===== config.mk =====
export PLATFORM = sky130hd
export DESIGN_NAME = sccb_target_flat
export DESIGN_NICKNAME = d
export VERILOG_FILES = /design/src/rtl/sccb_target_if.sv /design/src/rtl/sccb_target.sv /design/src/flat_wrapper.sv
export SDC_FILE = /design/constraint.sdc
export NUM_CORES = 1
export LEC_CHECK = 0
export BUFFER_PORTS_ARGS = -buffer_cell sky130_fd_sc_hd__buf_2
export CAP_MARGIN = 20
export CORE_UTILIZATION = 55
export CTS_BUF_LIST = sky130_fd_sc_hd__clkbuf_8
export DETAILED_ROUTE_END_ITERATION = 7
export GPL_ROUTABILITY_DRIVEN = 1
export PLACE_DENSITY = 0.75
export SYNTH_ARGS = -nofsm -noshare
export SYNTH_HDL_FRONTEND = slang
export SYNTH_SLANG_ARGS = --single-unit

===== constraint.sdc =====
create_clock -name meg25 -period 2.5 [get_ports meg25]
set_clock_uncertainty 0.1 [all_clocks]
set_input_delay 0 -clock meg25 [delete_from_list [all_inputs] [get_ports meg25]]
set_output_delay 0 -clock meg25 [all_outputs]
set_load 0.05 [all_outputs]

===== src/rtl/sccb_target_if.sv =====
// sccb_target_if: SCCB bus levels plus the target's register-write and status outputs.
interface sccb_target_if;
  logic       scl_in;
  logic       sda_in;
  logic       sda_oe;
  logic [7:0] wr_addr;
  logic [7:0] wr_data;
  logic       wr_valid;
  logic       busy;
  logic       addr_match;
  modport master (output scl_in, sda_in, input sda_oe, wr_addr, wr_data, wr_valid, busy, addr_match);
  modport slave  (input scl_in, sda_in, output sda_oe, wr_addr, wr_data, wr_valid, busy, addr_match);
endinterface


===== src/rtl/sccb_target.sv =====
// sccb_target: oversampling write-only SCCB/I2C target that ACKs frames addressed to DEV_ADDR
// and emits one wr_valid strobe for each data byte, at an auto-incrementing register address.
module sccb_target #(
  parameter logic [6:0] DEV_ADDR    = 7'h21,
  parameter int         SYNC_STAGES = 2
) (
  input logic           meg25,
  input logic           rst_n,
  sccb_target_if.slave  bus
);
  typedef enum logic [2:0] {IDLE, DEV, DEV_ACK, REG, REG_ACK, DAT, DAT_ACK, IGNORE} state_t;
  state_t                 state_q, state_d;
  logic [SYNC_STAGES-1:0] scl_sync_q, sda_sync_q;
  logic                   scl_dly_q, sda_dly_q;
  logic [7:0]             shift_q, shift_d, addr_q, addr_d, wr_addr_q, wr_addr_d, wr_data_q, wr_data_d;
  logic [3:0]             cnt_q, cnt_d;
  logic                   sda_oe_q, sda_oe_d, wr_valid_q, wr_valid_d, busy_q, busy_d, match_q, match_d;
  logic                   scl_s, sda_s, scl_rise, scl_fall, start, stop, collecting, in_ack;
  logic [7:0]             shift_in;
  assign scl_s      = scl_sync_q[SYNC_STAGES-1];
  assign sda_s      = sda_sync_q[SYNC_STAGES-1];
  assign scl_rise   = scl_s & ~scl_dly_q;
  assign scl_fall   = ~scl_s & scl_dly_q;
  assign start      = scl_s & sda_dly_q & ~sda_s;
  assign stop       = scl_s & ~sda_dly_q & sda_s;
  assign collecting = (state_q == DEV) || (state_q == REG) || (state_q == DAT);
  assign in_ack     = (state_q == DEV_ACK) || (state_q == REG_ACK) || (state_q == DAT_ACK);
  assign shift_in   = {shift_q[6:0], sda_s};
  always_comb begin
    state_d    = state_q;
    shift_d    = shift_q;
    addr_d     = addr_q;
    wr_addr_d  = wr_addr_q;
    wr_data_d  = wr_data_q;
    cnt_d      = cnt_q;
    sda_oe_d   = sda_oe_q;
    wr_valid_d = 1'b0;
    busy_d     = busy_q;
    match_d    = match_q;
    if (stop) begin
      state_d  = IDLE;
      cnt_d    = 4'd0;
      sda_oe_d = 1'b0;
      busy_d   = 1'b0;
      match_d  = 1'b0;
    end else if (start) begin
      state_d  = DEV;
      cnt_d    = 4'd0;
      sda_oe_d = 1'b0;
      busy_d   = 1'b1;
      match_d  = 1'b0;
    end else if (collecting && scl_rise && cnt_q != 4'd8) begin
      shift_d = shift_in;
      cnt_d   = cnt_q + 4'd1;
      // The device byte is judged on its 8th bit; a miss drops out before the ACK slot.
      if (state_q == DEV && cnt_q == 4'd7) begin
        match_d = shift_in == {DEV_ADDR, 1'b0};
        state_d = shift_in == {DEV_ADDR, 1'b0} ? DEV : IGNORE;
      end
    end else if (collecting && scl_fall && cnt_q == 4'd8) begin
      cnt_d    = 4'd0;
      sda_oe_d = 1'b1;
      state_d  = state_q == DEV ? DEV_ACK : state_q == REG ? REG_ACK : DAT_ACK;
      addr_d   = state_q == REG ? shift_q : state_q == DAT ? addr_q + 8'd1 : addr_q;
      if (state_q == DAT) begin
        wr_addr_d  = addr_q;
        wr_data_d  = shift_q;
        wr_valid_d = 1'b1;
      end
    end else if (in_ack && scl_fall) begin
      sda_oe_d = 1'b0;
      state_d  = state_q == DEV_ACK ? REG : DAT;
    end
  end
  always_ff @(posedge meg25 or negedge rst_n) begin
    if (!rst_n) begin
      scl_sync_q <= '1;
      sda_sync_q <= '1;
      scl_dly_q  <= 1'b1;
      sda_dly_q  <= 1'b1;
      state_q    <= IDLE;
      shift_q    <= 8'd0;
      addr_q     <= 8'd0;
      wr_addr_q  <= 8'd0;
      wr_data_q  <= 8'd0;
      cnt_q      <= 4'd0;
      sda_oe_q   <= 1'b0;
      wr_valid_q <= 1'b0;
      busy_q     <= 1'b0;
      match_q    <= 1'b0;
    end else begin
      scl_sync_q <= {scl_sync_q[SYNC_STAGES-2:0], bus.scl_in};
      sda_sync_q <= {sda_sync_q[SYNC_STAGES-2:0], bus.sda_in};
      scl_dly_q  <= scl_s;
      sda_dly_q  <= sda_s;
      state_q    <= state_d;
      shift_q    <= shift_d;
      addr_q     <= addr_d;
      wr_addr_q  <= wr_addr_d;
      wr_data_q  <= wr_data_d;
      cnt_q      <= cnt_d;
      sda_oe_q   <= sda_oe_d;
      wr_valid_q <= wr_valid_d;
      busy_q     <= busy_d;
      match_q    <= match_d;
    end
  end
  assign bus.sda_oe     = sda_oe_q;
  assign bus.wr_addr    = wr_addr_q;
  assign bus.wr_data    = wr_data_q;
  assign bus.wr_valid   = wr_valid_q;
  assign bus.busy       = busy_q;
  assign bus.addr_match = match_q;
endmodule


===== src/flat_wrapper.sv =====
// flat-port wrapper written by rule: the top's interface ports become plain ports
module sccb_target_flat 
#(
  parameter logic [6:0] DEV_ADDR    = 7'h21,
  parameter int         SYNC_STAGES = 2
)
  (meg25, rst_n, bus_scl_in, bus_sda_in, bus_sda_oe, bus_wr_addr, bus_wr_data, bus_wr_valid, bus_busy, bus_addr_match);
  sccb_target_if bus_i ();
  input logic meg25;
  input logic rst_n;
  input wire logic [$bits(bus_i.scl_in)-1:0] bus_scl_in;
  input wire logic [$bits(bus_i.sda_in)-1:0] bus_sda_in;
  output wire logic [$bits(bus_i.sda_oe)-1:0] bus_sda_oe;
  output wire logic [$bits(bus_i.wr_addr)-1:0] bus_wr_addr;
  output wire logic [$bits(bus_i.wr_data)-1:0] bus_wr_data;
  output wire logic [$bits(bus_i.wr_valid)-1:0] bus_wr_valid;
  output wire logic [$bits(bus_i.busy)-1:0] bus_busy;
  output wire logic [$bits(bus_i.addr_match)-1:0] bus_addr_match;
  assign bus_i.scl_in = bus_scl_in;
  assign bus_i.sda_in = bus_sda_in;
  assign bus_sda_oe = bus_i.sda_oe;
  assign bus_wr_addr = bus_i.wr_addr;
  assign bus_wr_data = bus_i.wr_data;
  assign bus_wr_valid = bus_i.wr_valid;
  assign bus_busy = bus_i.busy;
  assign bus_addr_match = bus_i.addr_match;
  sccb_target #(.DEV_ADDR(DEV_ADDR), .SYNC_STAGES(SYNC_STAGES)) u_core (.meg25(meg25), .rst_n(rst_n), .bus(bus_i));
endmodule

* After elaboration in Yosys (flattened, before gate mapping)
Index checks and enable logic that the tools add are counted.
** Storage, ports and cells
- Register bits after elaboration :: 49
- Bits of input ports :: 4
- Output and inout bits :: 20
- Logic and storage cells :: 96
** Operators by class
- Add/subtract/negate cells :: 2
- Eq/ne operators :: 12
- Muxes and demuxes :: 32
- Bitwise operators :: 13
- Reduce and logical (&&, ||, !) cells :: 23
** Operator list (count)
- 3-bit 2-to-1 mux :: 9
- 1-bit 2-to-1 mux :: 16
- 4-bit 2-to-1 mux :: 4
- 8-bit 2-to-1 mux :: 2
- 5-bit AND reduction :: 2
- 3-bit equality test (second input constant) :: 3
- 8-bit by 1-bit adder with 8-bit output (second input constant) :: 1
- 8-bit by 7-bit equality test with 1-bit output (second input constant) :: 1
- 4-bit nonzero test :: 2
- 1-bit NOT :: 7
- 1-bit bitwise AND :: 6
- 3-bit by 2-bit equality test with 1-bit output (second input constant) :: 2
- 1-bit logical AND :: 6
- 2-bit AND reduction :: 3
- 3-bit nonzero test :: 2
- 5-bit nonzero test :: 1
- 4-bit by 1-bit adder with 4-bit output (second input constant) :: 1
- 4-bit by 3-bit equality test with 1-bit output (second input constant) :: 1
- 4-bit equality test (second input constant) :: 1
- 1-bit logical OR :: 4
- 4-bit by 2-bit inequality test with 1-bit output (second input constant) :: 1
- 4-bit inequality test (second input constant) :: 1
- 2-bit nonzero test :: 2
- 3-bit by 1-bit equality test with 1-bit output (second input constant) :: 1
- other kinds (3) :: 3

* Longest topological paths before layout
- Depth after elaboration :: 9
- Gate-level depth with buffers :: 8
- Gate-level depth less buffers :: 7

* Least setup slack after synthesis
No wires, ideal clock.
- Path type :: register to register
- Start point :: register u_core.cnt_q[0]
- End point :: register u_core.state_q[1]
- Library setup time :: 0.125 ns
- Data arrival time :: 1.648 ns
- Data required time :: 2.275 ns
- Path slack :: 0.627 ns
- Stages on the path, launching flop included :: 8
- Buffers on the path :: 0
- Period minus slack after synthesis :: 1.873 ns
- Path through :: dfrtp_1 inv_1 ha_1 nand3b_4 mux2i_1 a211o_2 nand2_2 mux2_2
** Between the ends
- Cells in the longest elaborated chain, start to end :: 6
- Elaborated cells between the ends (all ways) :: 13
- Those cells by class :: eq/ne: 4; mux: 4; reduce/logical: 5
** RTL lines
- start: declaration :: RTL line sccb_target.sv:16 : logic [3:0] cnt_q, cnt_d;
- start signal: assignment :: RTL line sccb_target.sv:101 : cnt_q <= cnt_d;
- 4-bit equality test :: RTL line sccb_target.sv:60 : end else if (collecting && scl_fall && cnt_q == 4'd8) begin
- 1-bit logical AND :: RTL line sccb_target.sv:60
- 3-bit 2-to-1 mux :: RTL line sccb_target.sv:60
- 3-bit 2-to-1 mux :: RTL line sccb_target.sv:52 : end else if (collecting && scl_rise && cnt_q != 4'd8) begin
- 3-bit 2-to-1 mux :: RTL line sccb_target.sv:46 : end else if (start) begin
- 3-bit 2-to-1 mux :: RTL line sccb_target.sv:40 : if (stop) begin
- end signal: assignment :: RTL line sccb_target.sv:96 : state_q <= state_d;
- end: declaration :: RTL line sccb_target.sv:12 : state_t state_q, state_d;
Several ways; a longest one is shown, not always the timed one.
A chain may end at the register's enable or synchronous reset.

* Worst setup path after layout
- Start point :: register u_core.cnt_q[0]
- End point :: register u_core.shift_q[0]
** Between the ends
- Cells in the longest elaborated chain, start to end :: 3
** RTL lines
- 4-bit inequality test :: RTL line sccb_target.sv:52
- 1-bit logical AND :: RTL line sccb_target.sv:52
- 3-bit AND reduction (no line)
- end signal: assignment :: RTL line sccb_target.sv:97 : shift_q <= shift_d;
- end: declaration :: RTL line sccb_target.sv:15 : logic [7:0] shift_q, shift_d, addr_q, addr_d, wr_addr_q, wr_addr_d, wr_data_q, wr_data_d;
No other way between the ends.

==> results.md <==
- The number of register bits inferred by synthesis is 49.
- Setup violations remaining at the end of the flow were counted as 0.
- The final route contains 1572 vias.
- The post-detailed-route wirelength per cell is about 16 um.
- Clock-pin slew was measured on the worst setup and hold paths at 90 ps.
- The total number of yosys warnings is 0.
- In this run the worst setup path begins at u_core.cnt_q[0].
- In the layout the commonest cells are dfrtp_1, buf_2, mux2_2.
- The setup slack after layout is 381 ps.
- Of the total power, the share spent switching nets is 0.304.
- After routing the design area is 0.00255 mm2.
- The synthesized instance count is 190.
- The die is 66.2 um tall.
- For the final routed database, the setup TNS stands at 0 ps.
- The worst-case reg-to-reg path depth is 6.
- The most critical setup path has its endpoint at u_core.shift_q[0].
- After synthesis, the netlist uses 47 different library cells.
- The actual transition at the worst max-transition pin is 554 ps.
- The total chip power is between 1.5 and 2 mW.
- In this run the power spent charging and discharging nets is 0.527 mW.
- In this design, the stage delay of the slowest critical-path cell is 490 ps.
- The reg-to-reg critical path startpoint is u_core.cnt_q[0].
- Max-cap violations in this run came to 0.
- The number of flops mapped to enable cells by yosys is 0.
- For this configuration, the core starts out at a cell density of 0.596.
- The routed via count divided by cell count is 5.82.
- The cell internal power dissipation is roughly 1.2 mW.
- In the synthesized netlist the dominant register cell turns out to be dfrtp_1.
- For flop-to-flop paths, the worst setup slack is around 380 ps.
- The number of antenna diodes in the final layout is 0.
- The most common library cell in the layout ignoring fill and taps is dfrtp_1.
- The share of total power dissipated in the clock network is 0.261.
- The sink count of the clock tree is just under 50.
- The TritonCTS buffer count is 5.
- The die covers roughly 0.0044 mm2.
- TritonCTS built the clock tree.
- The fraction of layout cells with a size suffix above 1 is 0.338.
- The arrival time reported for the critical path endpoint is ~2200 ps.
- The number of global-route vias before repair is 1541.
- Along the worst path, the maximum fanout reaches 12.
- The element type at the critical path start is a flip-flop.
- The power per cell area is 682 mW/mm2.
- The number of failing hold endpoints at the final stage was 0.
- The core region is roughly 0.0038 mm2.
- Setup repair after global routing left no endpoint under its margin.
- The quantity of gates resized following cts is 0.
- The startpoint-to-endpoint class of the critical path is flip-flop to flip-flop.
- The number of input and output port buffers inserted is 23.
- The total standard cell area after synthesis is 0.00226 mm2.
- The routability congestion estimate is 0.905.
- Detailed placement finished with a half-perimeter wire length of 3.00 mm.
- The total wirelength of the detailed-routed design is around 4.3 mm.
- The clock latency of the later-clocked register in the worst-skew pair is 310 ps.
- The post-synth net total is between 150 and 200.
- In this run the critical register-to-register path is captured at u_core.shift_q[0].
- The smallest clock period supported by the final layout is computed as 2120 ps.
- The min-delay analysis places its worst path in the category input port to asynchronous set/reset pin.
- In this run, the number of DRC markers left after iteration 0 of detailed routing was 75.
- The peak supply drop is 0.519 mV.
- The final-stage net count is approximately 230.
- The multi-input combinational cells in the finished layout cover a total of 970 um2.
- Of the total power, combinational logic draws 0.157.
- The number of nets still failing antenna checks after routing is 0.
- The final number of max-transition violations is 0.
- The worst setup path is captured at a flip-flop.
- The first global-routing pass estimated approximately 7.2 mm of wire.
- The die width is ~66 um.
- The filler cells instantiated in the layout total 303.
- Before antenna repair, the detailed router went through 6 iterations.
- The static power due to leakage is 1.27 nW.
- 24 I/O pins were placed.
- The count of H-tree levels built during CTS is 2.
- Traced cell by cell, the critical path runs through inv_1, ha_1, nand3b_4, nand4_1, nor2_2, mux2_2.
- Across every metal layer, demand over resource in global routing totals 0.229.
- Once placement finished, the instance area stood at 0.00241 mm2.
- Of the available clock period, the critical path in the final layout requires 0.848.
- Based on the critical path, the design can be clocked at up to approximately 470 MHz.
- Across the whole layout, storage elements account for 0.00123 mm2.
- Of the synthesized area, sequential elements account for 0.545.
- The number of antenna violations at the first check in global routing came to 0.
- The synthesized area per cell is 11.9 um2.
- The share of total power dissipated in sequential elements is 0.581.
- The number of rows created at floorplan is 22.
- Counting flops with an async set or reset pin after synthesis yields a share of 1.00.
- The critical path required time is 2600 ps.
- Summed over all layers, the global routing overflow is 0.
- The cell with the largest stage delay on the worst path is nor2_2.
- The clock root buffer is clkbuf_8.
- Relative to the synthesized area, the layout overhead comes to 12.5%.
- The post-route DRC violation count is 0.
- The flow ran to the end, and the final reports show no timing, DRC or antenna violations.
- The minimum setup slack after placement is roughly 400 ps.
- In this run the tightest slew margin relative to its limit is 0.630.
- The maximum clock insertion buffer count is 2.
- Entering global routing, the biggest net connects 50 pins.
## cell families (layout without fill, tap and decap cells)
group           count (synthesis)  in the layout  synth area share
fa+ha+maj                       3              3            0.0166
simple gates                   54             54             0.143
flops                          49             49             0.545
mux                            26             26             0.136
compound gates                 44             44             0.125
xor+xnor                        2              2           0.00774
buf+inv                        12             44            0.0271
## synthesized netlist by cell type (all sizes together), types with 2 or more instances
cell type	n	area, um2
dfstp	6	158
a2bb2oi	2	17.5
nand2b	2	22.5
o21ai	14	70.1
mux2i	2	20.0
buf	3	27.5
nor2	8	32.5
ha	3	37.5
o22ai	3	18.8
a21oi	11	55.1
nand2	18	77.6
nor2b	2	12.5
nor3	4	36.3
inv	9	33.8
nand3	8	40.0
and2b	2	16.3
xor2	2	17.5
a31oi	4	25.0
nand4	2	12.5
nor4b	2	17.5
dfrtp	43	1080
and3	2	12.5
mux2	24	289
## power by group through the flow
stage	sequential (mW)	clock (mW)	combinational [mW]
floorplan	0.985	0	0.209
global placement	1.01	0	0.251
detailed placement	1.02	0	0.265
CTS	1.01	0.465	0.271
global route	1.02	0.496	0.302
finish	1.01	0.454	0.273
## per-layer routing
layer  share of wire  global-route usage
met1            0.47               0.298
met4           0.018               0.101
met5               0                   0
met2            0.47               0.358
met3           0.036              0.0603
## registers in the layout, indices dropped and copies added, names as in the netlist
name and cells:
u_core.bus.sda_oe 1, u_core.addr_q 8, u_core.sda_sync_q 2, u_core.state_q 3, u_core.bus.wr_addr 8, u_core.bus.addr_match 1
u_core.sda_dly_q 1, u_core.scl_sync_q 2, u_core.bus.wr_data 8, u_core.scl_dly_q 1, u_core.bus.wr_valid 1, u_core.cnt_q 4
u_core.bus.busy 1, u_core.shift_q 8
## worst min-delay path by stage
| stage | from | to | slack (ps) | depth (start not counted) |
|---|---|---|---|---|
| 5_1_grt | rst_n | u_core.bus.wr_data[4] | 110 | 2 |
| 3_5_place_dp | bus_scl_in | u_core.scl_sync_q[0] | 6 | 1 |
| 3_3_place_gp | bus_scl_in | u_core.scl_sync_q[0] | 6 | 1 |
| 6_report | rst_n | u_core.shift_q[4] | 60 | 2 |
| 2_1_floorplan | rst_n | u_core.addr_q[0] | -400 | 0 |
| 4_1_cts | bus_scl_in | u_core.scl_sync_q[0] | 230 | 2 |
## through the flow
stage	instances	util	hold slack, ps
after floorplan	190	-	-396
after global placement	258	0.635	5.67
after detailed placement	258	0.635	6.14
after CTS	269	0.666	225
after global routing	270	0.671	107
final	270	0.671	59.1
## worst max-delay path, delay by kind of cell (launching register included)
family / cells / cell delay (ps)
flops: 1 / 410
simple gates: 3 / 810
buf+inv: 1 / 70
fa+ha+maj: 1 / 230
mux: 1 / 390
## layout make-up
cell class,instances,share of cell area
inverter,9,0.0133
clock buffer,5,0.0270
multi-input combinational,129,0.380
tap,48,0.0236
timing repair buffer,27,0.0648
clock inverter,3,0.00687
sequential,49,0.484
## what timing repair did
item	in CTS	in global routing
endpoints found under the hold margin	45	0
hold buffers	3	0
setup buffers	0	0
Note: power is estimated with default switching activity, not from simulation.
